<file path="config.mk">
export PLATFORM = sky130hd
export DESIGN_NAME = m3_phase_drive
export DESIGN_NICKNAME = d
export VERILOG_FILES = /design/src/rtl/m3_phase_drive.sv
export SDC_FILE = /design/constraint.sdc
export NUM_CORES = 1
export LEC_CHECK = 0
export ABC_AREA = 1
export BUFFER_PORTS_ARGS = -buffer_cell sky130_fd_sc_hd__buf_2
export CAP_MARGIN = 20
export CORE_UTILIZATION = 35
export DETAILED_ROUTE_END_ITERATION = 7
export PLACE_DENSITY_LB_ADDON = 0.12
export SLEW_MARGIN = 20
export SYNTH_ARGS = -nofsm -noshare
export SYNTH_HDL_FRONTEND = slang
export SYNTH_SLANG_ARGS = --single-unit
</file>
<file path="constraint.sdc">
create_clock -name clkI -period 2 [get_ports clkI]
set_input_delay 0.2 -clock clkI [delete_from_list [all_inputs] [get_ports clkI]]
set_output_delay 0.2 -clock clkI [all_outputs]
set_load 0.005 [all_outputs]
</file>
<file path="src/rtl/m3_phase_drive.sv">
// Six-gate U/V/W half-bridge driver: PWM-chopped high sides, dead-time interlocked turn-on, shadowed power level.
// Gates lag stepI by two cycles and no handshake is used; optional M3_BRAKE_EN makes forceStopI brake on all low sides.
module m3_phase_drive #(
  parameter int PWM_BITS    = 8,
  parameter int DEAD_CYCLES = 4,
  parameter int POWER_INIT  = 32,
  parameter int POWER_STEP  = 4,
  parameter int POWER_MAX   = 240
) (
  input  logic                clkI,
  input  logic                nRstI,
  input  logic [3:0]          stepI,
  input  logic                workingI,
  input  logic                invRotateI,
  input  logic                forceStopI,
  input  logic                powerINCi,
  input  logic                powerDECi,
  output logic [5:0]          gateO,
  output logic [PWM_BITS-1:0] powerO,
  output logic                pwmSyncO
);

  localparam logic [3:0]          DEAD   = 4'(DEAD_CYCLES);
  localparam logic [PWM_BITS-1:0] INIT_V = PWM_BITS'(POWER_INIT);
  localparam logic [PWM_BITS-1:0] STEP_N = PWM_BITS'(POWER_STEP);
  localparam logic [PWM_BITS:0]   STEP_W = (PWM_BITS+1)'(POWER_STEP);
  localparam logic [PWM_BITS:0]   MAX_W  = (PWM_BITS+1)'(POWER_MAX);

  // Phase index: 2 = U, 1 = V, 0 = W
  logic [2:0]       req_h_d, req_h_q, req_l_d, req_l_q;
  logic [2:0]       gate_h_d, gate_h_q, gate_l_d, gate_l_q;
  logic [2:0][3:0]  off_h_d, off_h_q, off_l_d, off_l_q;
  logic [PWM_BITS-1:0] pwm_cnt_d, pwm_cnt_q;
  logic [PWM_BITS-1:0] power_reg_d, power_reg_q;
  logic [PWM_BITS-1:0] power_d, power_q;
  logic                sync_d, sync_q;
  logic [2:0]          sector;
  logic                active;
  logic                pwm_on;
  logic                wrap;
  logic [PWM_BITS:0]   sum;

  always_comb begin
    req_h_d = 3'b000;
    req_l_d = 3'b000;
    sector  = stepI[3:1];
    if (invRotateI) begin
      sector = 3'd5 - stepI[3:1];
    end
    active = workingI && !forceStopI && (stepI < 4'd12);
    if (active) begin
      case (sector)
        3'd0:    begin req_h_d = 3'b100; req_l_d = 3'b010; end
        3'd1:    begin req_h_d = 3'b100; req_l_d = 3'b001; end
        3'd2:    begin req_h_d = 3'b010; req_l_d = 3'b001; end
        3'd3:    begin req_h_d = 3'b010; req_l_d = 3'b100; end
        3'd4:    begin req_h_d = 3'b001; req_l_d = 3'b100; end
        3'd5:    begin req_h_d = 3'b001; req_l_d = 3'b010; end
        default: begin req_h_d = 3'b000; req_l_d = 3'b000; end
      endcase
    end
`ifdef M3_BRAKE_EN
    if (forceStopI) begin
      req_h_d = 3'b000;
      req_l_d = 3'b111;
    end
`endif
  end

  assign pwm_on = (pwm_cnt_q < power_q);
  assign wrap   = &pwm_cnt_q;

  // Off counters follow the gate value being loaded, so a count of DEAD
  // means the switch has been off for DEAD full cycles.
  always_comb begin
    gate_h_d = 3'b000;
    gate_l_d = 3'b000;
    off_h_d  = off_h_q;
    off_l_d  = off_l_q;
    for (int i = 0; i < 3; i++) begin
      gate_h_d[i] = req_h_q[i] & pwm_on & (off_l_q[i] >= DEAD);
      gate_l_d[i] = req_l_q[i] & (off_h_q[i] >= DEAD);
      if (gate_h_d[i]) begin
        off_h_d[i] = 4'd0;
      end else if (off_h_q[i] != 4'd15) begin
        off_h_d[i] = off_h_q[i] + 4'd1;
      end
      if (gate_l_d[i]) begin
        off_l_d[i] = 4'd0;
      end else if (off_l_q[i] != 4'd15) begin
        off_l_d[i] = off_l_q[i] + 4'd1;
      end
    end
  end

  always_comb begin
    pwm_cnt_d   = pwm_cnt_q + PWM_BITS'(1);
    sync_d      = wrap;
    power_d     = wrap ? power_reg_q : power_q;
    power_reg_d = power_reg_q;
    sum         = {1'b0, power_reg_q} + STEP_W;
    if (powerINCi && !powerDECi) begin
      power_reg_d = (sum > MAX_W) ? MAX_W[PWM_BITS-1:0] : sum[PWM_BITS-1:0];
    end else if (powerDECi && !powerINCi) begin
      power_reg_d = (power_reg_q < STEP_N) ? '0 : power_reg_q - STEP_N;
    end
  end

  always_ff @(posedge clkI or negedge nRstI) begin
    if (!nRstI) begin
      req_h_q     <= 3'b000;
      req_l_q     <= 3'b000;
      gate_h_q    <= 3'b000;
      gate_l_q    <= 3'b000;
      off_h_q     <= '1;
      off_l_q     <= '1;
      pwm_cnt_q   <= '0;
      power_reg_q <= INIT_V;
      power_q     <= INIT_V;
      sync_q      <= 1'b0;
    end else begin
      req_h_q     <= req_h_d;
      req_l_q     <= req_l_d;
      gate_h_q    <= gate_h_d;
      gate_l_q    <= gate_l_d;
      off_h_q     <= off_h_d;
      off_l_q     <= off_l_d;
      pwm_cnt_q   <= pwm_cnt_d;
      power_reg_q <= power_reg_d;
      power_q     <= power_d;
      sync_q      <= sync_d;
    end
  end

  assign gateO    = {gate_h_q[2], gate_l_q[2], gate_h_q[1], gate_l_q[1], gate_h_q[0], gate_l_q[0]};
  assign powerO   = power_q;
  assign pwmSyncO = sync_q;

endmodule

</file>
==> results of run 1 <==
==> cell type report <==
class,count,area (sq um)
Inverter,70,263
Timing Repair Buffer,24,140
Sequential cell,57,1460
Multi-Input combinational cell,227,1220
Fill cell,845,4810
Tap cell,105,131
Clock buffer,14,173
Clock inverter,2,12.5
==> layout by cell type (no fill, tap or decap), types with 2 or more instances in the layout <==
master / n
clkbuf_8: 12
xor2_1: 8
nand2_1: 70
xnor2_1: 4
inv_1: 68
dfstp_2: 26
nand4_1: 4
buf_2: 22
a21oi_1: 14
clkbuf_1: 2
o21ai_0: 35
conb_1: 2
nor3_1: 4
nand3_1: 16
dfrtp_1: 31
a211oi_1: 3
o211ai_1: 3
ha_1: 18
nor2_1: 37
==> path summary, 6_finish.rpt <==
kind	from	endpoint	slack [ns]	depth (start not counted)
worst max-delay path	powerO[5]	off_h_q[2]	0.20	8
worst min-delay path	stepI[2]	req_h_q[1]	0.19	3
worst max register to register	powerO[5]	off_h_q[2]	0.20	8
worst min register to register	pwm_cnt_q[0]	pwm_cnt_q[0]	0.45	1
max in group asynchronous	nRstI	off_h_q[6]	1.29	3
min in group asynchronous	nRstI	power_reg_q[7]	0.41	3
==> report_power, final <==
group | total (mW) | internal (mW) | switching, mW
Combinational | 0.873 | 0.354 | 0.520
Clock | 0.989 | 0.550 | 0.439
Sequential | 1.67 | 1.45 | 0.226
Total | 3.54 | 2.35 | 1.18
==> registers in the layout, indices dropped and copies added (netlist names) <==
register	count
req_h_q	3
powerO	6
power_reg_q	6
pwmSyncO	1
off_h_q	12
off_l_q	12
req_l_q	3
gate_l_q	3
gate_h_q	3
pwm_cnt_q	8
==> stage by stage <==
stage / util / hold WS (ns) / instances / power [mW]
floorplan: - / -0.0956 / 358 / 2.36
global placement: 0.390 / 0.234 / 482 / 2.56
detailed placement: 0.390 / 0.229 / 482 / 2.57
finish: 0.414 / 0.191 / 499 / 3.54
CTS: 0.414 / 0.178 / 499 / 3.59
global route: 0.414 / 0.184 / 499 / 3.82
==> layer usage <==
layer / vias up / GRT usage
met5: - / 0
met4: 0 / 0.0718
met3: 7 / 0.0291
met2: 25 / 0.205
met1: 989 / 0.184
li1: 1192 / -
==> cell families after synthesis <==
logic type | share of synthesized area
simple gates | 0.193
buf+inv | 0.0989
compound gates | 0.105
flops | 0.491
fa+ha+maj | 0.0758
xor+xnor | 0.0354
other cells | 0.00126
==> worst reg2reg max path, cell delays in order, from the launching register on <==
cell	delay [ns]
dfstp_2	0.54
inv_1	0.04
ha_1	0.30
a21oi_1	0.14
o21ai_0	0.08
nor2_1	0.25
nand2_1	0.19
o211ai_1	0.12
inv_1	0.06
==> impl_metrics.tcl, run 1 <==
set metrics [dict create \
    root_buffer "clkbuf_8" \
    grt_pass1_wl_um 9320 \
    p_leak_nw 1.80 \
    synth-edff-count 0 \
    synthArstFlopShare 1.00 \
    critPathTopFamily "flip-flops" \
    route.met2.wl_um 2330 \
    core_area_sq_um 8220 \
    crit_path_max_incr_delay_ns 0.54 \
    cts.sinks 57 \
    synthDistinctLibCells 30 \
    cp.arrival_ns 2.05 \
    tns_ns 0 \
    overflow 0 \
    vias 2213 \
    finClkSkew_ns 0.0149 \
    dp_hpwl_um 3880 \
    wl_per_cell_um 10.8 \
    power.density_nw_per_um2 1040 \
    gp_congestion 0.780 \
    status "finished clean" \
    io_buffers 22 \
    via_per_inst 4.43 \
    ctsHoldBuffers 1 \
    cts_buffer_depth 2 \
    die-area_sq_um 8870 \
    die_w_um 94.2 \
    cts_tree "done" \
    rsz0062_at_grt "no" \
    worst_slew_pin_slew_ns 0.533 \
    path_class "flip-flop to flip-flop" \
    met1_length_um 2820 \
    grt_max_degree 58 \
    met3_length_um 141 \
    synth.most_common_cell "nand2_1" \
    cts_inserted_buffers 9 \
    synth_area_leaders "dfrtp_1 26%, dfstp_2 23%, nand2_1 8.8%" \
    ys_seq_elements 57 \
    hold_path.class "primary input to flip-flop" \
    nets 418 \
    core.rowCount 33 \
    clk_latency_ns 0.33 \
    ant_nets 0 \
    critPathLaunchType "flip-flop" \
    initialDrtViolationCount 66 \
    synth.largest_area_cell "dfrtp_1" \
    worst_ep_required_time_ns 2.25 \
    slew_violations 0 \
    finalCritPeriodShare 0.899 \
    synth_common_cells "70 x nand2_1, 68 x inv_1, 37 x nor2_1, 35 x o21ai_0, 31 x dfrtp_1" \
    crit_chain "inv_1 -> ha_1 -> a21oi_1 -> o21ai_0 -> nor2_1 -> nand2_1 -> o211ai_1 -> inv_1" \
    critPathMaxFanout 5 \
    syn_to_final_growth_pct 14.4 \
    cts_resized 0 \
    drt_wl_total_um 5380 \
    highest_layer "met4" \
    fin_area_sq_um 3400 \
    seq_area_frac_synth 0.491 \
    antenna_cells 0 \
    setup-violations-final 0 \
    dr.pass1.iters 4 \
    slew_headroom 0.641 \
    initial_core_util 0.362 \
    grt_usage 0.137 \
    cts_setup_buffers 0 \
    grt_pass1_vias 2105 \
    dpl_cell_area_sq_um 3210 \
    max_cap_viol_count 0 \
    fin_ws_ns 0.201 \
    h-tree-depth 3 \
    cp_slowest_cell "dfstp_2" \
    ys_warn_count 0 \
    synth-main-ff-cell "dfrtp_1" \
    finalHoldViolations 0 \
    pre_cts_ws_ns 0.201 \
    syn_avg_cell_area_sq_um 8.33 \
    antenna_found_initial 0 \
    drc 0 \
    ir_drop_mv 0.367 \
    period_minus_slack_ns 1.80 \
    worst_path_most_repeated_cell "inv_1" \
    fp.dieH_um 94.2 \
    final_layout_size_suffix_gt1_frac 0.173 \
    max_freq_mhz 556 \
    critPathBufInv 2 \
    io-pin-count 26 \
    synth_area_sq_um 2970 \
    end_kind "flip-flop" \
    netlist_instances 357 \
    cts.clk_slew.worst_paths_ns 0.07 \
    yosysTopAreaCellShare 0.261 \
]
Note: power is estimated with default switching activity, not from simulation.
==> inputs of run 2 (changes only) <==
--- a/config.mk
+++ b/config.mk
@@ -8,6 +8,7 @@
 export ABC_AREA = 1
 export BUFFER_PORTS_ARGS = -buffer_cell sky130_fd_sc_hd__buf_2
 export CAP_MARGIN = 20
+export CORE_ASPECT_RATIO = 0.6
 export CORE_UTILIZATION = 35
 export DETAILED_ROUTE_END_ITERATION = 7
 export PLACE_DENSITY_LB_ADDON = 0.12
==> run 2 against run 1 <==
Net effect:
- clock skew shrank 0.0098 ns
- worst hold slack lost 0.0076 ns
- wire length grew 7.3%
- total power grew 17%
- non-clock buffer count grew 1
- via count grew 1.3%
- flip-flop and latch count is the same
- highest routed layer unchanged
==> impl_metrics.tcl, run 2 (same netlist as run 1, synthesis figures left out) <==
set metrics [dict create \
    status "finished clean" \
    worst_slew_pin_slew_ns 0.616 \
    power.density_nw_per_um2 1170 \
    min-delay-start "stepI[2]" \
    fp.dieH_um 73.4 \
    period_minus_slack_ns 1.74 \
    wl_per_cell_um 11.5 \
    cts_buffer_depth 2 \
    grt_pass1_vias 2060 \
    ant_nets 0 \
    dp_hpwl_um 4250 \
    root_buffer "clkbuf_16" \
    reg2reg_to "off_h_q[10]" \
    gp_congestion 0.823 \
    cts.sinks 57 \
    cts_inserted_buffers 9 \
    die_w_um 121 \
    finClkSkew_ns 0.00510 \
    grt_usage 0.151 \
    grt_pass1_wl_um 10000 \
    rr_worst_depth 9 \
    fin_ws_ns 0.262 \
    io_buffers 22 \
    dr.pass1.iters 4 \
    core.rowCount 25 \
    nets 419 \
    overflow 0 \
    largestRegisters "off_h_q (12), off_l_q (12), pwm_cnt_q (8)" \
    antenna_found_initial 0 \
    slew_headroom 0.585 \
    max_freq_mhz 575 \
    hold_path.class "primary input to flip-flop" \
    critPathLaunchType "flip-flop" \
    max_cap_viol_count 0 \
    grt_max_degree 37 \
    regToRegSetupSlack_ns 0.26 \
    cts.clk_slew.worst_paths_ns 0.05 \
    ir_drop_mv 0.459 \
    min_to "req_h_q[1]" \
    cp.arrival_ns 1.99 \
    whs_path_depth 3 \
    layout_common_cells "70 x nand2_1, 68 x inv_1, 37 x nor2_1" \
    layout_commonest_cell "nand2_1" \
    worst_ep_required_time_ns 2.26 \
    critPathMaxFanout 5 \
    clk_latency_ns 0.33 \
    core_area_sq_um 8040 \
    drc 0 \
    cts_setup_buffers 0 \
    path_class "flip-flop to flip-flop" \
    p_leak_nw 1.87 \
    cts_resized 0 \
    slew_violations 0 \
    drt_wl_total_um 5770 \
    initial_core_util 0.370 \
    h-tree-depth 3 \
    finalHoldViolations 0 \
    antenna_cells 0 \
    cts_tree "done" \
    setup-violations-final 0 \
    end_kind "flip-flop" \
    vias 2241 \
    r2r-start "powerO[5]" \
    die-area_sq_um 8880 \
    io-pin-count 26 \
    rsz0062_at_grt "no" \
    ctsHoldBuffers 1 \
    syn_to_final_growth_pct 19.0 \
    pre_cts_ws_ns 0.236 \
    tns_ns 0 \
    finalCritPeriodShare 0.869 \
    final_layout_size_suffix_gt1_frac 0.175 \
    via_per_inst 4.46 \
    initialDrtViolationCount 114 \
]
==> run 2: how the worst max path moves through the flow <==
stage          slack, ns  startpoint     endpoint
2_1_floorplan       0.45   powerO[5]  off_h_q[10]
6_report            0.26   powerO[5]  off_h_q[10]
3_5_place_dp        0.24   powerO[5]   off_h_q[2]
3_3_place_gp        0.29   powerO[5]  off_h_q[10]
4_1_cts             0.23   powerO[5]   off_h_q[2]
5_1_grt             0.07   powerO[2]   off_h_q[2]
==> run 2: per-stage QoR <==
stage	hold WS, ns	util	power (mW)	std cells	cell area [sq um]
after global placement	0.231	0.400	2.59	486	3220
after floorplan	-0.0956	-	2.36	358	2980
final	0.184	0.440	4.14	503	3540
after detailed placement	0.219	0.400	2.59	486	3220
after CTS	0.170	0.440	4.18	503	3540
after global routing	0.214	0.440	4.43	503	3540
==> run 2: cell type report <==
| type | instances | area (sq um) |
|---|---|---|
| fillers | 765 | 4500 |
| flip-flops and latches | 57 | 1460 |
| multi-input cells | 227 | 1220 |
| clock buffers | 14 | 274 |
| inverters | 70 | 263 |
| repair buffers | 25 | 148 |
| well taps | 108 | 135 |
| clock inverters | 2 | 35.0 |
==> run 2: critical path, stage by stage, from the launching register on <==
cell and delay [ns]:
dfstp_2 0.54, inv_1 0.04, ha_1 0.29, a21oi_1 0.14, o21ai_0 0.10, nor2_1 0.12, buf_4 0.13, nand2_1 0.13
o211ai_1 0.11, inv_1 0.05
==> run 2: report_power, final <==
| part | switching, mW | internal [mW] |
|---|---|---|
| registers | 0.235 | 1.45 |
| logic | 0.550 | 0.354 |
| clock network | 0.489 | 1.06 |
| total | 1.27 | 2.87 |
==> run 2: layer usage <==
layer | vias up | wire length [um] | global-route usage
li1 | 1188 | - | -
met1 | 993 | 3260 | 0.225
met2 | 50 | 2040 | 0.179
met3 | 10 | 400 | 0.0730
met4 | 0 | 75 | 0.0576
met5 | - | 0 | 0
